===== src/rtl/fetch_stage.sv =====
// Instruction fetch stage with IF/ID register and single-outstanding imem port.
// Optional bubble counter output when IF_PERF_CNT_EN is defined.
module fetch_stage #(
    parameter logic [31:0] RESET_PC = 32'h0000_0000,
    parameter logic [31:0] NOP_INST = 32'h0000_0013
) (
    input  logic        clk,
    input  logic        rst,
    output logic        imem_req,
    output logic [31:0] imem_addr,
    input  logic        imem_rvalid,
    input  logic [31:0] imem_rdata,
    input  logic        id_stall,
    input  logic        redirect_valid,
    input  logic [31:0] redirect_pc,
    output logic [31:0] if_inst,
    output logic [31:0] if_pc,
    output logic        if_valid
`ifdef IF_PERF_CNT_EN
    ,
    output logic [31:0] if_bubble_cnt
`endif
);

    typedef enum logic [1:0] {
        IDLE,
        REQ,
        DISCARD
    } state_e;

    state_e      state_q, state_d;
    logic [31:0] pc_q, pc_d;
    logic [31:0] inst_q, inst_d;
    logic [31:0] ipc_q, ipc_d;
    logic        valid_q, valid_d;
    logic        slot_free;
    logic        accept;
    logic [31:0] tgt;

    assign slot_free = !valid_q || !id_stall;
    assign tgt       = {redirect_pc[31:2], 2'b00};
    assign imem_addr = pc_q;
    assign if_inst   = inst_q;
    assign if_pc     = ipc_q;
    assign if_valid  = valid_q;

    // Request is gated by slot_free so a full, stalled slot never gets a word.
    always_comb begin
        state_d  = state_q;
        pc_d     = pc_q;
        imem_req = 1'b0;
        accept   = 1'b0;
        case (state_q)
            IDLE: begin
                if (redirect_valid) pc_d = tgt;
                if (slot_free || redirect_valid) state_d = REQ;
            end
            REQ: begin
                imem_req = slot_free;
                if (redirect_valid) begin
                    pc_d    = tgt;
                    state_d = (slot_free && !imem_rvalid) ? DISCARD : REQ;
                end else if (slot_free && imem_rvalid) begin
                    accept  = 1'b1;
                    pc_d    = pc_q + 32'd4;
                    state_d = id_stall ? IDLE : REQ;
                end
            end
            DISCARD: begin
                if (redirect_valid) pc_d = tgt;
                if (imem_rvalid) state_d = REQ;
            end
            default: state_d = IDLE;
        endcase
    end

    always_comb begin
        inst_d  = inst_q;
        ipc_d   = ipc_q;
        valid_d = valid_q;
        if (redirect_valid) begin
            valid_d = 1'b0;
            inst_d  = NOP_INST;
        end else if (accept) begin
            valid_d = 1'b1;
            inst_d  = imem_rdata;
            ipc_d   = pc_q;
        end else if (!id_stall) begin
            valid_d = 1'b0;
            inst_d  = NOP_INST;
        end
    end

    always_ff @(posedge clk) begin
        if (!rst) begin
            state_q <= IDLE;
            pc_q    <= RESET_PC;
            inst_q  <= NOP_INST;
            ipc_q   <= RESET_PC;
            valid_q <= 1'b0;
        end else begin
            state_q <= state_d;
            pc_q    <= pc_d;
            inst_q  <= inst_d;
            ipc_q   <= ipc_d;
            valid_q <= valid_d;
        end
    end

`ifdef IF_PERF_CNT_EN
    logic [31:0] bub_q, bub_d;

    always_comb begin
        bub_d = bub_q;
        if (!id_stall && !valid_q && (bub_q != 32'hFFFF_FFFF))
            bub_d = bub_q + 32'd1;
    end

    always_ff @(posedge clk) begin
        if (!rst) bub_q <= 32'd0;
        else      bub_q <= bub_d;
    end

    assign if_bubble_cnt = bub_q;
`endif

endmodule

===== config.mk =====
export PLATFORM = sky130hd
export DESIGN_NAME = fetch_stage
export DESIGN_NICKNAME = d
export VERILOG_FILES = /design/src/rtl/fetch_stage.sv
export SDC_FILE = /design/constraint.sdc
export NUM_CORES = 1
export LEC_CHECK = 0
export BUFFER_PORTS_ARGS = -buffer_cell sky130_fd_sc_hd__clkbuf_2
export CORE_MARGIN = 5
export CORE_UTILIZATION = 30
export CTS_BUF_LIST = sky130_fd_sc_hd__clkbuf_8
export CTS_CLUSTER_DIAMETER = 40
export DETAILED_ROUTE_END_ITERATION = 6
export GPL_TIMING_DRIVEN = 0
export SLEW_MARGIN = 15
export SYNTH_ARGS = -nofsm -noshare
export SYNTH_HDL_FRONTEND = slang
export SYNTH_SLANG_ARGS = --single-unit

===== constraint.sdc =====
create_clock -name clk -period 2.9 [get_ports clk]
set_input_delay 0 -clock clk [delete_from_list [all_inputs] [get_ports clk]]
set_output_delay 0 -clock clk [all_outputs]
set_load 0.01 [all_outputs]

== Word level (Yosys, flattened, before mapping) ==
Cells that the tools add are included.
Storage, ports and cells
  flip-flop bits (word level): 99
  input bits: 69
  output and inout bits: 98
  logic and storage cells: 48
Cells by class
  add/sub/neg operators: 1
  equality and inequality tests: 7
  mux-type cells: 19
  bitwise gates (word level): 2
  reduce and logical (&&, ||, !) cells: 14
Operators with widths (number)
  two-way mux 32 bit: 5
  one-hot mux 32 bit (2 select lines): 1
  adder 32 x 3 -> 32 bit (second input constant): 1
  two-way mux 2 bit: 5
  two-way mux 1 bit: 7
  one-hot mux 2 bit (3 select lines): 1
  AND reduction 3 bit: 2
  != test 2 x 1 -> 1 bit (second input constant): 2
  != test 2 bit (second input constant): 2
  OR reduction 2 bit: 2
  logical NOT 1 bit: 3
  != test 3 bit (second input constant): 1
  equality test 2 x 1 -> 1 bit (second input constant): 1
  equality test 2 bit (second input constant): 1
  logical AND 1 bit: 2
  logical NOT 2 bit: 1
  logical OR 1 bit: 2
  NOT 1 bit: 2
  AND reduction 2 bit: 1
  nonzero test 2 bit: 1

== Depth between registers and ports, before layout ==
  word-level depth: 7
  mapped depth: 9
  mapped depth without buffers: 6

== Least setup slack after synthesis ==
OpenSTA, ideal clock, no wires.
  path type: reg-to-reg
  from: register pc_q[2], in the netlist imem_addr[2]
  to: register pc_q[18], in the netlist imem_addr[18]
  library setup time: 0.114 ns
  arrival: 1.605 ns
  required time: 2.786 ns
  slack: 1.182 ns
  stages on the path, launching flop included: 8
  buffers on the path: 1
  period minus slack after synthesis: 1.718 ns
  cell sequence: dfxtp_1 > ha_1 > and3_1 > buf_2 > nand3_1 > nor3_1 > a211oi_1 > a21o_1
On the way
  cells in the longest elaborated chain, start to end: 4
Ends and longest elaborated chain
  start, declared: RTL line 32  | logic [31:0] pc_q, pc_d;
  start signal, assigned: RTL line 103  | pc_q <= pc_d;
  adder 32 x 3 -> 32 bit: RTL line 65  | pc_d = pc_q + 32'd4;
  two-way mux 32 bit: RTL line 63  | end else if (slot_free && imem_rvalid) begin
  two-way mux 32 bit: RTL line 60  | if (redirect_valid) begin
  one-hot mux 32 bit (2 select lines): RTL line 53  | case (state_q)
No other way between the ends. The select of a mux whose other input is x is not followed.
A chain may end at the register's enable or synchronous reset.

== Worst setup path after layout ==
  from: register pc_q[3], in the netlist imem_addr[3]
  to: register pc_q[18], in the netlist imem_addr[18]
Same word-level chain as after synthesis.

==> impl_metrics.json <==
{
  "grt_pass1_vias": 4784,
  "synth_edf_count": 0,
  "cts_hold_buf": 55,
  "critPathKind": "flip-flop to flip-flop",
  "gp_congestion": 0.8255,
  "place_hpwl_um": 11570,
  "antenna_cells": 0,
  "io_pins": 167,
  "drt-initial-drc-count": 310,
  "ys.flop_type": "dfxtp_1",
  "wire_per_inst_um": 17.01,
  "cap_violations": 0,
  "critPathLaunchType": "flip-flop",
  "ys_types": 54,
  "period_needed_ns": 2.198,
  "cts_buffers": 9,
  "dieArea_um2": 16820,
  "tightest_slew_ns": 0.6205,
  "netlist_instances": 537,
  "setup_violations": 0,
  "fmax_mhz": 454.9,
  "cts_setup_buffers": 0,
  "areaGrowthSynthToFinish_pct": 40.80,
  "first_pass_iters": 5,
  "detail_route.wirelength_um": 16150,
  "fin_skew_ns": 0.007543,
  "final_layout_size_suffix_gt1_share_pct": 28.61,
  "end_kind": "flip-flop",
  "cts.sinks": 95,
  "fin_crit_sh_pct": 75.79,
  "ctsResizeCount": 0,
  "clk_pin_slew_worst_paths_ns": 0.09,
  "grt_pass1_wl_um": 25370,
  "viasPerCell": 5.089,
  "insertion_delay_ns": 0.38,
  "num_vias": 4829,
  "drc": 0,
  "fin_util_pct": 43.25,
  "cts_htree_levels": 3,
  "async_flop_share_pct": 0,
  "p_per_area_nw_per_um2": 452.0,
  "cts-root-buf": "clkbuf_8",
  "cts_max_path_buffers": 2,
  "cts_tree": "done",
  "finalMaxSlewViolations": 0,
  "ir_drop_v": 0.0002175,
  "fin_nets": 834,
  "slew-limit-headroom_pct": 58.64,
  "postSynthAreaPerCell_um2": 8.001,
  "grtUsageTotal_pct": 19.25,
  "die_h_um": 129.7,
  "cp.required_ns": 3.19,
  "seq_area_frac_synth_pct": 44.26,
  "syn_area_um2": 4297,
  "rsz0062_at_grt": "no",
  "p_leak_nw": 2.485,
  "start_util_pct": 30.72,
  "final.setup.tns_ns": 0,
  "antenna_left": 0,
  "hold_viol": 0,
  "grt.overflow.total": 0,
  "rows": 43,
  "outcome": "finished, final reports clean",
  "io_buffers": 158,
  "hp-class": "primary input to flip-flop",
  "yosysWarnings": 0,
  "grt_max_degree": 15,
  "arrival_ns": 2.48,
  "core_area_um2": 13990,
  "ys_seq_elements": 95,
  "path_max_fanout": 8,
  "antenna_found_initial": 0,
  "die_w_um": 129.7
}
==> critical path, cell delays in order (launching register included) <==
cell      delay, ns
dfxtp_1        0.50
ha_1           0.24
and3_1         0.16
buf_2          0.20
nand3_1        0.20
nor3_1         0.48
a211oi_1       0.15
a21o_1         0.17
==> path summary, 6_finish.rpt <==
path,from,end,slack (ns),cells past startpoint
setup / recovery,imem_addr[3]$_SDFFE_PN0P_,imem_addr[18]$_SDFFE_PN0P_,0.70,7
hold reg to reg,if_pc[23]$_SDFFE_PN0P_,if_pc[23]$_SDFFE_PN0P_,0.46,2
hold / removal,redirect_pc[20],imem_addr[20]$_SDFFE_PN0P_,0.01,3
setup reg to reg,imem_addr[3]$_SDFFE_PN0P_,imem_addr[18]$_SDFFE_PN0P_,0.70,7
==> through the flow <==
| step | power [mW] | area (um2) | hold slack (ns) | cells | worst slack (ns) |
|---|---|---|---|---|---|
| 2_1_floorplan | 1.673 | 4308 | 0.07931 | 540 | 1.182 |
| 3_3_place_gp | 1.870 | 5324 | 0.2263 | 878 | 0.7676 |
| 3_5_place_dp | 1.871 | 5324 | 0.2304 | 878 | 0.7692 |
| 4_1_cts | 2.759 | 6050 | 0.001939 | 949 | 0.7461 |
| 5_1_grt | 2.857 | 6050 | 0.03875 | 949 | 0.5833 |
| 6_report | 2.735 | 6050 | 0.01065 | 949 | 0.7019 |
==> layout by cell type (no fill, tap or decap), types with 3 or more instances in the layout <==
master and n:
nor3b_1 5, nor3_1 13, clkbuf_2 158, clkinv_2 4
o21ai_0 28, conb_1 4, a21oi_1 73, nor4_1 3
dfxtp_1 95, and2_1 3, nand2b_1 4, buf_4 10
clkbuf_1 16, a211oi_1 13, and4_1 9, nand2_1 111
dlygate4sd3_1 55, a311oi_1 8, and3_1 7, clkbuf_8 11
nor2_1 15, o31ai_1 4, nand3b_1 4, inv_1 8
a31oi_1 4, buf_6 6, nand4_1 3, o221ai_1 5
buf_2 16, nand3_1 41
==> cells in the mapped netlist, types with 6 or more instances <==
cell type / instances / area (um2)
and3_1: 7 / 43.79
o21ai_0: 28 / 140.1
nor2_1: 15 / 56.30
dfxtp_1: 95 / 1902
buf_6: 6 / 67.56
a211oi_1: 13 / 97.59
a311oi_1: 8 / 70.07
nor3_1: 13 / 65.06
buf_4: 10 / 75.07
and4_1: 9 / 78.83
a21oi_1: 73 / 365.4
buf_2: 16 / 80.08
nand3_1: 41 / 205.2
clkbuf_1: 16 / 60.06
inv_1: 7 / 26.28
nand2_1: 111 / 416.7
==> kinds of logic (layout without fill, tap and decap cells) <==
kind of cell	Yosys count	after routing	share of synthesized area, %
AOI/OAI and AO/OA	156	156	22.31
adders and majority gates	1	1	0.2912
buffers and inverters	56	285	7.280
DFF	95	95	44.26
other	1	4	0.08728
and+or+nand+nor	228	228	25.77
==> layer usage <==
layer | global-route usage [%] | part of all wire [%]
met3 | 3.669 | 5.6
met2 | 31.45 | 47
met1 | 24.40 | 44
met5 | 0 | 0
met4 | 9.291 | 3.3
==> final cells by class <==
class | count | area (um2)
clock buffers | 11 | 151.4
clock inverters | 5 | 23.77
inverters | 8 | 30.03
plain buffers | 48 | 282.8
repair buffers | 213 | 1341
multi-input cells | 389 | 2093
fillers | 1504 | 7939
flip-flops and latches | 95 | 1902
well taps | 180 | 225.2
==> registers in the layout, summed over array words and instances (netlist names) <==
signal / count
if_pc: 30
state_q: 2
if_inst: 32
imem_addr: 30
if_valid: 1
==> report_power, final <==
part / internal, mW / leakage, nW / switching [mW]
sequential: 1.36 / 0.775 / 0.0767
combinational: 0.211 / 1.61 / 0.254
clock: 0.351 / 0.100 / 0.484
total: 1.92 / 2.49 / 0.814
Power figures use the tool's default switching activity.
